### config.mk
export PLATFORM = sky130hd
export DESIGN_NAME = reorder_buffer
export DESIGN_NICKNAME = d
export VERILOG_FILES = /design/src/rtl/reorder_buffer.sv
export SDC_FILE = /design/constraint.sdc
export NUM_CORES = 1
export LEC_CHECK = 0
export CORE_ASPECT_RATIO = 0.6
export CORE_UTILIZATION = 40
export DETAILED_ROUTE_END_ITERATION = 16
export PLACE_DENSITY = 0.58
export SYNTH_ARGS = -nofsm -noshare
export SYNTH_HDL_FRONTEND = slang
export SYNTH_SLANG_ARGS = --single-unit
### constraint.sdc
create_clock -name clk_in -period 53.8 [get_ports clk_in]
set_input_delay 16.14 -clock clk_in [delete_from_list [all_inputs] [get_ports clk_in]]
set_output_delay 16.14 -clock clk_in [all_outputs]
set_load 0.005 [all_outputs]
### src/rtl/reorder_buffer.sv
// Circular in-order retirement queue: allocates on issue, completes on writeback,
// retires the head into the register file. Optional ROB_BYPASS_EN forwards writeback to lookups.
module reorder_buffer #(
  parameter int ROB_WIDTH = 3,
  parameter int REG_WIDTH = 5
) (
  input  logic                 clk_in,
  input  logic                 rst_in,
  input  logic                 rdy_in,

  input  logic                 issue_valid,
  input  logic [REG_WIDTH-1:0] issue_reg_id,
  output logic                 issue_ready,
  output logic [ROB_WIDTH-1:0] issue_rob_id,

  input  logic                 wb_valid,
  input  logic [ROB_WIDTH-1:0] wb_rob_id,
  input  logic [31:0]          wb_data,
  input  logic                 wb_mispredict,
  input  logic [31:0]          wb_redirect_pc,

  output logic [REG_WIDTH-1:0] commit_reg_id,
  output logic [31:0]          commit_data,
  output logic [ROB_WIDTH-1:0] commit_rob_id,

  input  logic [ROB_WIDTH-1:0] rob_rob_id_j,
  input  logic [ROB_WIDTH-1:0] rob_rob_id_k,
  output logic                 rob_ready_j,
  output logic                 rob_ready_k,
  output logic [31:0]          rob_data_j,
  output logic [31:0]          rob_data_k,

  output logic                 flush,
  output logic [31:0]          flush_pc
);

  localparam int SIZE = 1 << ROB_WIDTH;
  localparam logic [ROB_WIDTH:0] FULL_COUNT = (ROB_WIDTH + 1)'(SIZE);

  logic [SIZE-1:0]      busy_q, busy_d;
  logic [SIZE-1:0]      ready_q, ready_d;
  logic [SIZE-1:0]      mispredict_q, mispredict_d;
  logic [REG_WIDTH-1:0] regId_q [SIZE];
  logic [REG_WIDTH-1:0] regId_d [SIZE];
  logic [31:0]          data_q [SIZE];
  logic [31:0]          data_d [SIZE];
  logic [31:0]          redirectPc_q [SIZE];
  logic [31:0]          redirectPc_d [SIZE];

  logic [ROB_WIDTH-1:0] head_q, head_d;
  logic [ROB_WIDTH-1:0] tail_q, tail_d;
  logic [ROB_WIDTH:0]   count_q, count_d;

  logic [REG_WIDTH-1:0] commitRegId_q, commitRegId_d;
  logic [31:0]          commitData_q, commitData_d;
  logic [ROB_WIDTH-1:0] commitRobId_q, commitRobId_d;
  logic                 flush_q, flush_d;
  logic [31:0]          flushPc_q, flushPc_d;

  logic doIssue;
  logic doWriteback;
  logic doCommit;

  assign issue_ready  = (count_q != FULL_COUNT) && !flush_q;
  assign issue_rob_id = tail_q;

  assign doIssue     = issue_valid && issue_ready;
  assign doWriteback = wb_valid && !flush_q && busy_q[wb_rob_id];
  assign doCommit    = busy_q[head_q] && ready_q[head_q];

  assign commit_reg_id = commitRegId_q;
  assign commit_data   = commitData_q;
  assign commit_rob_id = commitRobId_q;
  assign flush         = flush_q;
  assign flush_pc      = flushPc_q;

  always_comb begin
    busy_d        = busy_q;
    ready_d       = ready_q;
    mispredict_d  = mispredict_q;
    regId_d       = regId_q;
    data_d        = data_q;
    redirectPc_d  = redirectPc_q;
    head_d        = head_q;
    tail_d        = tail_q;
    count_d       = count_q;
    commitRegId_d = '0;
    commitData_d  = commitData_q;
    commitRobId_d = commitRobId_q;
    flush_d       = 1'b0;
    flushPc_d     = flushPc_q;

    if (doWriteback) begin
      ready_d[wb_rob_id]      = 1'b1;
      data_d[wb_rob_id]       = wb_data;
      mispredict_d[wb_rob_id] = wb_mispredict;
      redirectPc_d[wb_rob_id] = wb_redirect_pc;
    end

    if (doIssue) begin
      busy_d[tail_q]       = 1'b1;
      ready_d[tail_q]      = 1'b0;
      mispredict_d[tail_q] = 1'b0;
      regId_d[tail_q]      = issue_reg_id;
      tail_d               = tail_q + 1'b1;
    end

    if (doCommit) begin
      commitRegId_d  = regId_q[head_q];
      commitData_d   = data_q[head_q];
      commitRobId_d  = head_q;
      busy_d[head_q] = 1'b0;
      head_d         = head_q + 1'b1;
    end

    // Mispredicted head still retires its link value, but wipes every younger entry.
    if (doCommit && mispredict_q[head_q]) begin
      flush_d   = 1'b1;
      flushPc_d = redirectPc_q[head_q];
      busy_d    = '0;
      head_d    = '0;
      tail_d    = '0;
      count_d   = '0;
    end else begin
      case ({doIssue, doCommit})
        2'b10:   count_d = count_q + 1'b1;
        2'b01:   count_d = count_q - 1'b1;
        default: count_d = count_q;
      endcase
    end
  end

  always_ff @(posedge clk_in or posedge rst_in) begin
    if (rst_in) begin
      busy_q        <= '0;
      ready_q       <= '0;
      mispredict_q  <= '0;
      for (int i = 0; i < SIZE; i++) begin
        regId_q[i]      <= '0;
        data_q[i]       <= '0;
        redirectPc_q[i] <= '0;
      end
      head_q        <= '0;
      tail_q        <= '0;
      count_q       <= '0;
      commitRegId_q <= '0;
      commitData_q  <= '0;
      commitRobId_q <= '0;
      flush_q       <= 1'b0;
      flushPc_q     <= '0;
    end else if (rdy_in) begin
      busy_q        <= busy_d;
      ready_q       <= ready_d;
      mispredict_q  <= mispredict_d;
      regId_q       <= regId_d;
      data_q        <= data_d;
      redirectPc_q  <= redirectPc_d;
      head_q        <= head_d;
      tail_q        <= tail_d;
      count_q       <= count_d;
      commitRegId_q <= commitRegId_d;
      commitData_q  <= commitData_d;
      commitRobId_q <= commitRobId_d;
      flush_q       <= flush_d;
      flushPc_q     <= flushPc_d;
    end
  end

  // Operand lookups read stored state; the bypass build also forwards the live writeback.
  always_comb begin
    rob_ready_j = busy_q[rob_rob_id_j] && ready_q[rob_rob_id_j];
    rob_data_j  = data_q[rob_rob_id_j];
    rob_ready_k = busy_q[rob_rob_id_k] && ready_q[rob_rob_id_k];
    rob_data_k  = data_q[rob_rob_id_k];
`ifdef ROB_BYPASS_EN
    if (wb_valid && !flush_q && (wb_rob_id == rob_rob_id_j) && busy_q[rob_rob_id_j]) begin
      rob_ready_j = 1'b1;
      rob_data_j  = wb_data;
    end
    if (wb_valid && !flush_q && (wb_rob_id == rob_rob_id_k) && busy_q[rob_rob_id_k]) begin
      rob_ready_k = 1'b1;
      rob_data_k  = wb_data;
    end
`endif
  end

endmodule

==> flow_summary.yaml <==
routing:
  vias: 21800
  drtAntennaViolNets: 0
  wl_um: 98800
  viasPerCell: 6.15
  wl_per_cell_um: 27.9
  drt_iter0_drc: 1875
  drcViolationCount: 0
  drt_first_pass_iters: 5
placement:
  gp_congestion: 0.821
  numPortBuffers: 226
  placed_area_um2: 35600
  hpwl_um: 56700
sta:
  finalClockSkew_ns: 0.0283
  finalCriticalPeriod_ns: 34.95
  rsz0062_at_grt: "false"
  timing.setup.tns_ns: 0
  slew_headroom: 0.200
  post-route-period-util: 0.650
  fmaxAchievable_ghz: 0.0286
  holdWs_ns: 0.479
  max_slew.worst_pin.slew_ns: 1.20
  slew_viol_final: 0
  hold_viol_final: 0
  finalSetupViolCount: 0
synthesis:
  synth_ff_type: "dfrtp_1"
  synth_cells: 2273
  yosys_register_bits: 659
  syn-cell-area_um2: 32600
  async_reset_ff_frac: 1.00
  yosys_warnings: 0
  yosysSeqAreaShare: 0.506
  synth_area_per_cell_um2: 14.4
  synth-edff-count: 0
  yosysUniqueCellTypes: 63
  synth_fp_nets: 2361
final_layout:
  seqCellArea_um2: 16500
  layout_common_cells: "dfrtp_1 (656), mux2_2 (531), clkdlybuf4s50_1 (220), mux4_2 (140), mux2_4 (98)"
  multi_input_area_um2: 15100
  fin_util: 0.473
  drive_gt1_frac: 0.387
  antenna_cells: 0
  nets: 2516
  finalInstanceArea_um2: 37900
  area_growth_pct: 16.2
  fillers: 6975
  layout_commonest_cell: "dfrtp_1"
die:
  coreArea_um2: 80100
  start_util: 0.407
  num_io_pins: 227
  die_w_um: 371
  die_area_um2: 82700
  die_h_um: 223
  rows: 80
grt:
  grt_pass1_vias: 23000
  grt_max_degree: 102
  grt_antenna_before_repair: 9
  grt_use_total: 0.242
  grt-ovfl-total: 0
  grt_first_pass_wirelength_um: 151000
power_and_ir_drop:
  peakVddDrop_uv: 27.2
  p_total_mw: 2.00
  power_leakage_nw: 16.9
  p_per_area_nw_per_um2: 52.7
critical_path:
  endpoint_kind: "primary output"
  cpMaxStageDelayCell: "buf_4"
  path_cells: "buf_4 > buf_4 > mux4_2 > mux2_2 > clkdlybuf4s50_1"
  cp_num_buf_inv: 3
  critPathTopFamily: "buffers and inverters"
  cp-start-kind: "primary input"
  crit_path_max_incr_delay_ns: 0.77
  path_max_fanout: 42
  required_ns: 37.66
  worst_path_most_repeated_cell: "buf_4"
  critical_path_arrival_ns: 18.81
  path_class: "in2out"
clock_network:
  cts_resized: 0
  root_buffer: "clkbuf_16"
  cts.path.max_buffers: 3
  cts_sinks: 659
  cts-buffers-inserted: 68
  clk_pin_slew_ns: 0.06
  cts_tree: "built"
  post_cts_buffers: 0
  holdBufCountCts: 0
  ctsHtreeMaxLevel: 3
  clkLatencyLatePin_ns: 0.66
status:
  outcome: "completed"
min_path:
  min_path_type: "reg2reg"
job:
  max_cap_violations: 0
worst register-to-register path, delay by kind of cell (launching register included):
kind                   cells  cell delay [ns]
muxes                      1             0.73
DFF                        1             0.79
buffers and inverters      2             1.16
AOI/OAI and AO/OA          1             0.18
and+or+nand+nor            2             0.77
final timing paths:
| check | startpoint | to | slack (ns) | depth (start not counted) |
|---|---|---|---|---|
| worst max-delay path | rob_rob_id_k[0] | rob_data_k[20] | 18.85 | 5 |
| worst min-delay path | flush_pc[27]$_DFFE_PP0P_ | flush_pc[27]$_DFFE_PP0P_ | 0.48 | 1 |
| worst max register to register | head_q[1]$_DFFE_PP0P_ | commit_data[21]$_DFFE_PP0P_ | 50.09 | 6 |
| worst min register to register | flush_pc[27]$_DFFE_PP0P_ | flush_pc[27]$_DFFE_PP0P_ | 0.48 | 1 |
| max in group asynchronous | rst_in | redirectPc_q[45]$_DFFE_PP0P_ | 34.53 | 5 |
| min in group asynchronous | rst_in | regId_q[27]$_DFFE_PP0P_ | 16.06 | 2 |
power breakdown:
group | internal [mW] | switching (mW)
combinational | 0.371 | 0.287
sequential | 0.682 | 0.156
clock | 0.287 | 0.214
total | 1.34 | 0.657
cell families (layout without fill, tap and decap cells):
kind of cell | count (synthesis) | count (layout) | synth area share
buffers and inverters | 197 | 406 | 0.0336
AND/OR/NAND/NOR | 202 | 202 | 0.0291
AO/OA/AOI/OAI | 420 | 420 | 0.0977
XOR/XNOR | 2 | 2 | 0.000537
flip-flops | 659 | 659 | 0.506
multiplexers | 789 | 789 | 0.332
adder cells (fa/ha/maj) | 4 | 4 | 0.00153
routing by layer:
metal  global-route usage  wire [um]  vias to the layer above
met5                    0        105                        -
met4               0.0645       2260                       16
met3               0.0510       7140                      209
met2                0.363      44600                      887
met1                0.353      44700                    11600
li1                     -          -                     9113
cells in the mapped netlist, types with 9 or more instances:
master	instances	area, um2
a21o_1	28	210
a21oi_1	20	100
a221oi_1	87	762
a22o_1	95	832
a22oi_1	58	435
a31oi_1	57	357
and2_1	9	56.3
buf_2	61	305
buf_4	25	188
buf_6	25	282
clkbuf_1	60	225
dfrtp_1	659	16500
inv_1	17	63.8
mux2_2	531	5980
mux2_4	98	1470
mux2i_1	18	180
mux4_2	140	3150
nand2_1	64	240
nand3_1	19	95.1
nor2_1	61	229
nor2b_1	9	56.3
o21ai_0	36	180
o22ai_1	11	68.8
stage by stage:
stage               std cells  setup WS, ns
finish                   3548         18.85
global route             3548         18.68
CTS                      3548         18.79
detailed placement       3424         18.79
global placement         3424         18.86
floorplan                2273         19.19
sequential cells by signal (all words and copies together) (netlist names):
signal,flops
commit_rob_id,3
commit_data,32
commit_reg_id,5
regId_q,40
head_q,3
flush,1
busy_q,8
ready_q,8
issue_rob_id,3
count_q,4
redirectPc_q,256
flush_pc,32
data_q,256
mispredict_q,8
area by class of cell:
type / instances / area share
well taps: 1066 / 0.0352
clock inverters: 25 / 0.00878
clock buffers: 99 / 0.0530
inverters: 18 / 0.00198
multi-input cells: 1417 / 0.399
repair buffers: 264 / 0.0667
flip-flops and latches: 659 / 0.435
Power figures use the tool's default switching activity.
==> patch 1, RTL diff (same flow settings) <==
The parameter `ROB_WIDTH` goes from 3 to 4.
--- a/src/rtl/reorder_buffer.sv
+++ b/src/rtl/reorder_buffer.sv
@@ -1,7 +1,7 @@
 // Circular in-order retirement queue: allocates on issue, completes on writeback,
 // retires the head into the register file. Optional ROB_BYPASS_EN forwards writeback to lookups.
 module reorder_buffer #(
-  parameter int ROB_WIDTH = 3,
+  parameter int ROB_WIDTH = 4,
   parameter int REG_WIDTH = 5
 ) (
   input  logic                 clk_in,
Interface: changed (5 resized); port bits go from 227 to 232. No check against the original RTL was run, so the function may have changed too.
==> patch 1 against the original RTL <==
Cell area grew 89%. Routed wire length is 82% higher. Cell count up 71%. Worst setup slack got worse by 1100 ps. Synthesized area is 94% higher. Sequential cell count grew 580. Combinational power rose by 43%. Critical endpoint is now rob_data_k[5]. Worst hold slack improved by 3.7 ps. Total power increased by 60%. Largest cell class unchanged.
==> patch 1: results <==
group,metric,value,unit
grt,grt_usage,23.0,%
worst_setup_path,arrival,19870,ps
drt,finalWirelength,180000,um
place,gp_congestion,0.810,
place,port_buffers,231,
sta,maxSlewHeadroom,17.7,%
power_and_ir_drop,switching_share,30.2,%
drt,dr.pass1.iters,7,
sta,skew,79.0,ps
drt,post_drt_via_cell_ratio,6.03,
grt,grt_pass1_wl,271000,um
drt,dr_wl_met2,81200,um
drt,first_iter_violations,2850,
drt,route.met3.wl,11600,um
worst_setup_path,cp_max_fo,57,
logic_synthesis,yosysUniqueCellTypes,55,
logic_synthesis,synth_common_cells,"dfrtp_1 (1,239), mux2_2 (1,126), mux4_2 (684)",
place,hpwlAfterDp,101000,um
cts,clk_latency,800,ps
cts,cts.htree.levels,3,
cts,cts_made_buffers,120,
drt,wl_met1,83300,um
logic_synthesis,synth_area_leaders,"dfrtp_1 (49%), mux4_2 (24%), mux2_2 (20%)",
logic_synthesis,ys_async_sr_fraction,100,%
run_status,status,"completed",
grt,antenna_found_initial,17,
power_and_ir_drop,p_leak,0.0318,uW
grt,grt_max_degree,176,
layout,drive_gt1_share,55.0,%
logic_synthesis,ys_seq_area_share,48.9,%
grt,grt_pass1_vias,37900,
layout,largestRegisters,"data_q: 512 flops, redirectPc_q: 512 flops, regId_q: 80 flops",
layout,nets,3949,
power_and_ir_drop,ir_worst_vdd,32.5,uV
patch 1: cell types whose count changed in the layout (fill, tap and decap cells not counted), moves of 19 or more:
cell       before   now
buf_4          42    70
dfrtp_1       656  1235
a221oi_1       87     0
clkbuf_16      69   120
mux4_2        140   684
a22o_1         95     4
nand2_1        63    44
mux2_4         98    49
a22oi_1        58     1
a31oi_1        57     7
o21ai_0        36    14
mux2_2        531  1126
a21o_1         28     1
inv_1          16    39
patch 1: kinds of logic after synthesis:
family	count (synthesis)	synth area share (%)
AO/OA/AOI/OAI	108	1.15
XOR/XNOR	5	0.0691
adder cells (fa/ha/maj)	10	0.197
buffers and inverters	403	2.85
flip-flops	1239	48.9
multiplexers	1876	45.8
AND/OR/NAND/NOR	147	1.08
patch 1: path summary, 6_finish.rpt:
path / end / from / slack, ps / depth (start not counted)
hold reg to reg: commit_rob_id[1] / commit_rob_id[1] / 480 / 2
setup reg to reg: flush_pc[1] / head_q[0] / 48240 / 7
hold / removal: commit_rob_id[1] / commit_rob_id[1] / 480 / 2
setup / recovery: rob_data_k[5] / rob_rob_id_k[0] / 17790 / 6
max in group asynchronous: data_q[120] / rst_in / 34250 / 6
min in group asynchronous: commit_rob_id[0] / rst_in / 15950 / 2
patch 1: worst max-delay path, stage by stage:
cell,delay [ps]
buf_8,510
buf_4,820
buf_4,680
mux4_2,590
mux4_2,530
clkdlybuf4s50_1,470
patch 1: per-layer routing:
metal | up-vias | track usage, %
met4 | 10 | 5.65
met1 | 20200 | 33.8
met3 | 264 | 5.24
met5 | - | 0
li1 | 15000 | -
met2 | 1199 | 34.5
patch 1: area by class of cell:
class / instances / area (um^2)
inverters: 42 / 165
flip-flops and latches: 1239 / 31000
repair buffers: 303 / 2900
clock inverters: 59 / 831
well taps: 2109 / 2640
clock buffers: 167 / 3440
diodes: 11 / 27.5
multi-input cells: 2146 / 30800
fillers: 13600 / 84600
patch 1: through the flow:
step / std cells / utilization, % / setup WS [ps] / power [uW] / cell area (um^2)
3_3_place_gp: 5839 / 43.1 / 17670 / 2270 / 67500
5_1_grt: 6073 / 45.9 / 17460 / 3350 / 71800
3_5_place_dp: 5839 / 43.1 / 17630 / 2290 / 67500
4_1_cts: 6065 / 45.9 / 17640 / 3210 / 71700
2_1_floorplan: 3788 / - / 2750 / 1990 / 63400
6_report: 6076 / 45.9 / 17790 / 3190 / 71800
patch 1: power by group through the flow:
stage	logic (uW)	registers (uW)	clock network [uW]
after floorplan	718	1270	0
after global placement	935	1340	0
after detailed placement	948	1340	0
after CTS	951	1330	937
after global routing	1010	1360	977
final	942	1330	916
==> patch 2, RTL diff (same flow settings) <==
Made on the original files. Make the reset (`rst_in`) synchronous in one clocked block.
--- a/src/rtl/reorder_buffer.sv
+++ b/src/rtl/reorder_buffer.sv
@@ -130,7 +130,7 @@
     end
   end
 
-  always_ff @(posedge clk_in or posedge rst_in) begin
+  always_ff @(posedge clk_in) begin
     if (rst_in) begin
       busy_q        <= '0;
       ready_q       <= '0;
Check against the original RTL: differs if rst_in is asserted again (counterexample within 4 cycles, from zero or initial values and one cycle with rst_in high); with rst_in held inactive, the same outputs for 4 cycles.
==> patch 2 against the original RTL <==
Cell area down 5.2%. Core utilization decreased by 1.3 points. Routed wire length grew 24%. Worst setup slack better by 160 ps. Synthesized area is 2.8% lower. First-iteration DRC count is 100% higher. Clock skew decreased by 1.2 ps. Largest cell class is now multi-input gates. Critical endpoint is now rob_data_j[1]. Sequential cell count unchanged.
Power is not compared: it rests on default switching activity, and its combinational part moved more than twofold at a synthesized area within 25%.
==> patch 2: results <==
group,metric,value,unit
run_status,status,"completed",
cts,clock_path_buffers,3,
grt,grt_pass1_wl,180000,um
layout,nets,3759,
drt,wl_met1,55400,um
sta,skew,27.0,ps
grt,grt_pass1_vias,25700,
drt,dr_wl_met2,52400,um
power_and_ir_drop,p_leak,0.0111,uW
drt,dr.pass1.iters,6,
logic_synthesis,synth-main-ff-cell,"dfxtp_1",
min_path,holdCritStartpoint,"redirectPc_q[30]",
grt,busiest_layer,"met1",
cts,cts_resized,0,
worst_setup_path,crit_end,"rob_data_j[1]",
worst_setup_path,reg2regPathDepth,9,
cts,clk_latency,670,ps
cts,root_buffer,"clkbuf_16",
power_and_ir_drop,ir_worst_vdd,22.8,uV
worst_setup_path,cp_max_fo,36,
worst_setup_path,slowest_stage,"buf_4",
logic_synthesis,ys_async_sr_fraction,0,%
cts,clk_pin_slew,70,ps
logic_synthesis,synth_most_common_cell,"nand2_1",
logic_synthesis,synth_area,0.0317,mm^2
sta,maxSlewHeadroom,25.4,%
worst_setup_path,timing.rr.end,"commit_data[4]",
grt,antenna_found_initial,6,
layout,largestRegisters,"data_q: 256 flops, redirectPc_q: 256 flops, regId_q: 40 flops",
logic_synthesis,synth_common_cells,"nand2_1 (1,125), dfxtp_1 (659), a21oi_1 (603)",
layout,nFillCells,7434,
place,hpwlAfterDp,73400,um
worst_setup_path,crit-reg2reg-launch,"head_q[0]",
min_path,hold_path.class,"flop to flop",
drt,first_iter_violations,3744,
worst_setup_path,critical-path-top-delay-family,"buffers and inverters",
grt,grt_usage,30.0,%
worst_setup_path,max_stage_delay,620,ps
drt,route.met3.wl,12400,um
worst_setup_path,r2r_slack,49110,ps
min_path,holdPathEnd,"redirectPc_q[30]",
sta,hold_ws,454,ps
layout,drive_gt1_share,12.2,%
worst_setup_path,arrival,18660,ps
worst_setup_path,setup.worst_path.start,"rob_rob_id_j[0]",
grt,grt_use_met2,44.1,%
cts,cts.htree.levels,2,
drt,post_drt_wl_per_cell,25.7,um
logic_synthesis,ys_seq_area_share,41.6,%
place,gp_congestion,0.893,
logic_synthesis,synth_area_leaders,"dfxtp_1 (42%), nand2_1 (13%), mux4_2 (12%)",
min_path,hold_depth,2,
logic_synthesis,yosysUniqueCellTypes,67,
grt,grt_use_met3,5.57,%
grt,grt_max_degree,214,
cts,cts_made_buffers,61,
grt,use_met1,44.8,%
drt,top_layer,"met5",
drt,post_drt_via_cell_ratio,5.95,
## patch 2: cell count changes in the layout (fill, tap and decap cells not counted), sizes merged, moves of 48 or more
| cell | change |
|---|---|
| nand2 | +1060 |
| dfrtp | -659 |
| dfxtp | +659 |
| a21oi | +583 |
| mux2 | -538 |
| nor2 | +101 |
| a22o | -76 |
| mux2i | +75 |
| a31oi | -48 |
## patch 2: per-stage QoR
step | util (%) | setup slack (ps) | cells | cell area (um^2)
3_3_place_gp | 43.5 | 19030 | 4661 | 34000
5_1_grt | 46.1 | 18870 | 4774 | 35900
4_1_cts | 46.1 | 19000 | 4773 | 35900
6_report | 46.1 | 19000 | 4777 | 35900
2_1_floorplan | - | 19870 | 3707 | 31700
3_5_place_dp | 43.5 | 19000 | 4661 | 34000
## patch 2: power by group
group	internal (uW)	switching [uW]
sequential	488	1.23
combinational	13.7	28.7
clock	239	203
## patch 2: cell type report
class / count / area (um^2) / area share [%]
Tap cell: 1053 / 1320 / 3.67
Inverter: 11 / 41.3 / 0.115
Clock inverter: 21 / 171 / 0.477
Multi-Input combinational cell: 2652 / 16700 / 46.4
Sequential cell: 659 / 13200 / 36.7
Timing Repair Buffer: 286 / 2710 / 7.54
Clock buffer: 91 / 1790 / 4.98
Antenna cell: 4 / 10.0 / 0.0279
## patch 2: worst reg2reg max path, stage by stage (launching register included)
cell and delay [ps]:
dfxtp_4 550, buf_4 610, buf_4 710, buf_4 720, and3b_1 860, buf_4 440, a22oi_1 150, a31oi_1 420
a21oi_1 70, nor2_1 90
## patch 2: cells by family after synthesis
logic type	count (synthesis)	share of synthesized area, %
compound gates	886	16.4
xor+xnor	4	0.111
fa+ha+maj	4	0.158
buf+inv	396	6.26
flops	659	41.6
mux	351	18.0
simple gates	1407	17.5
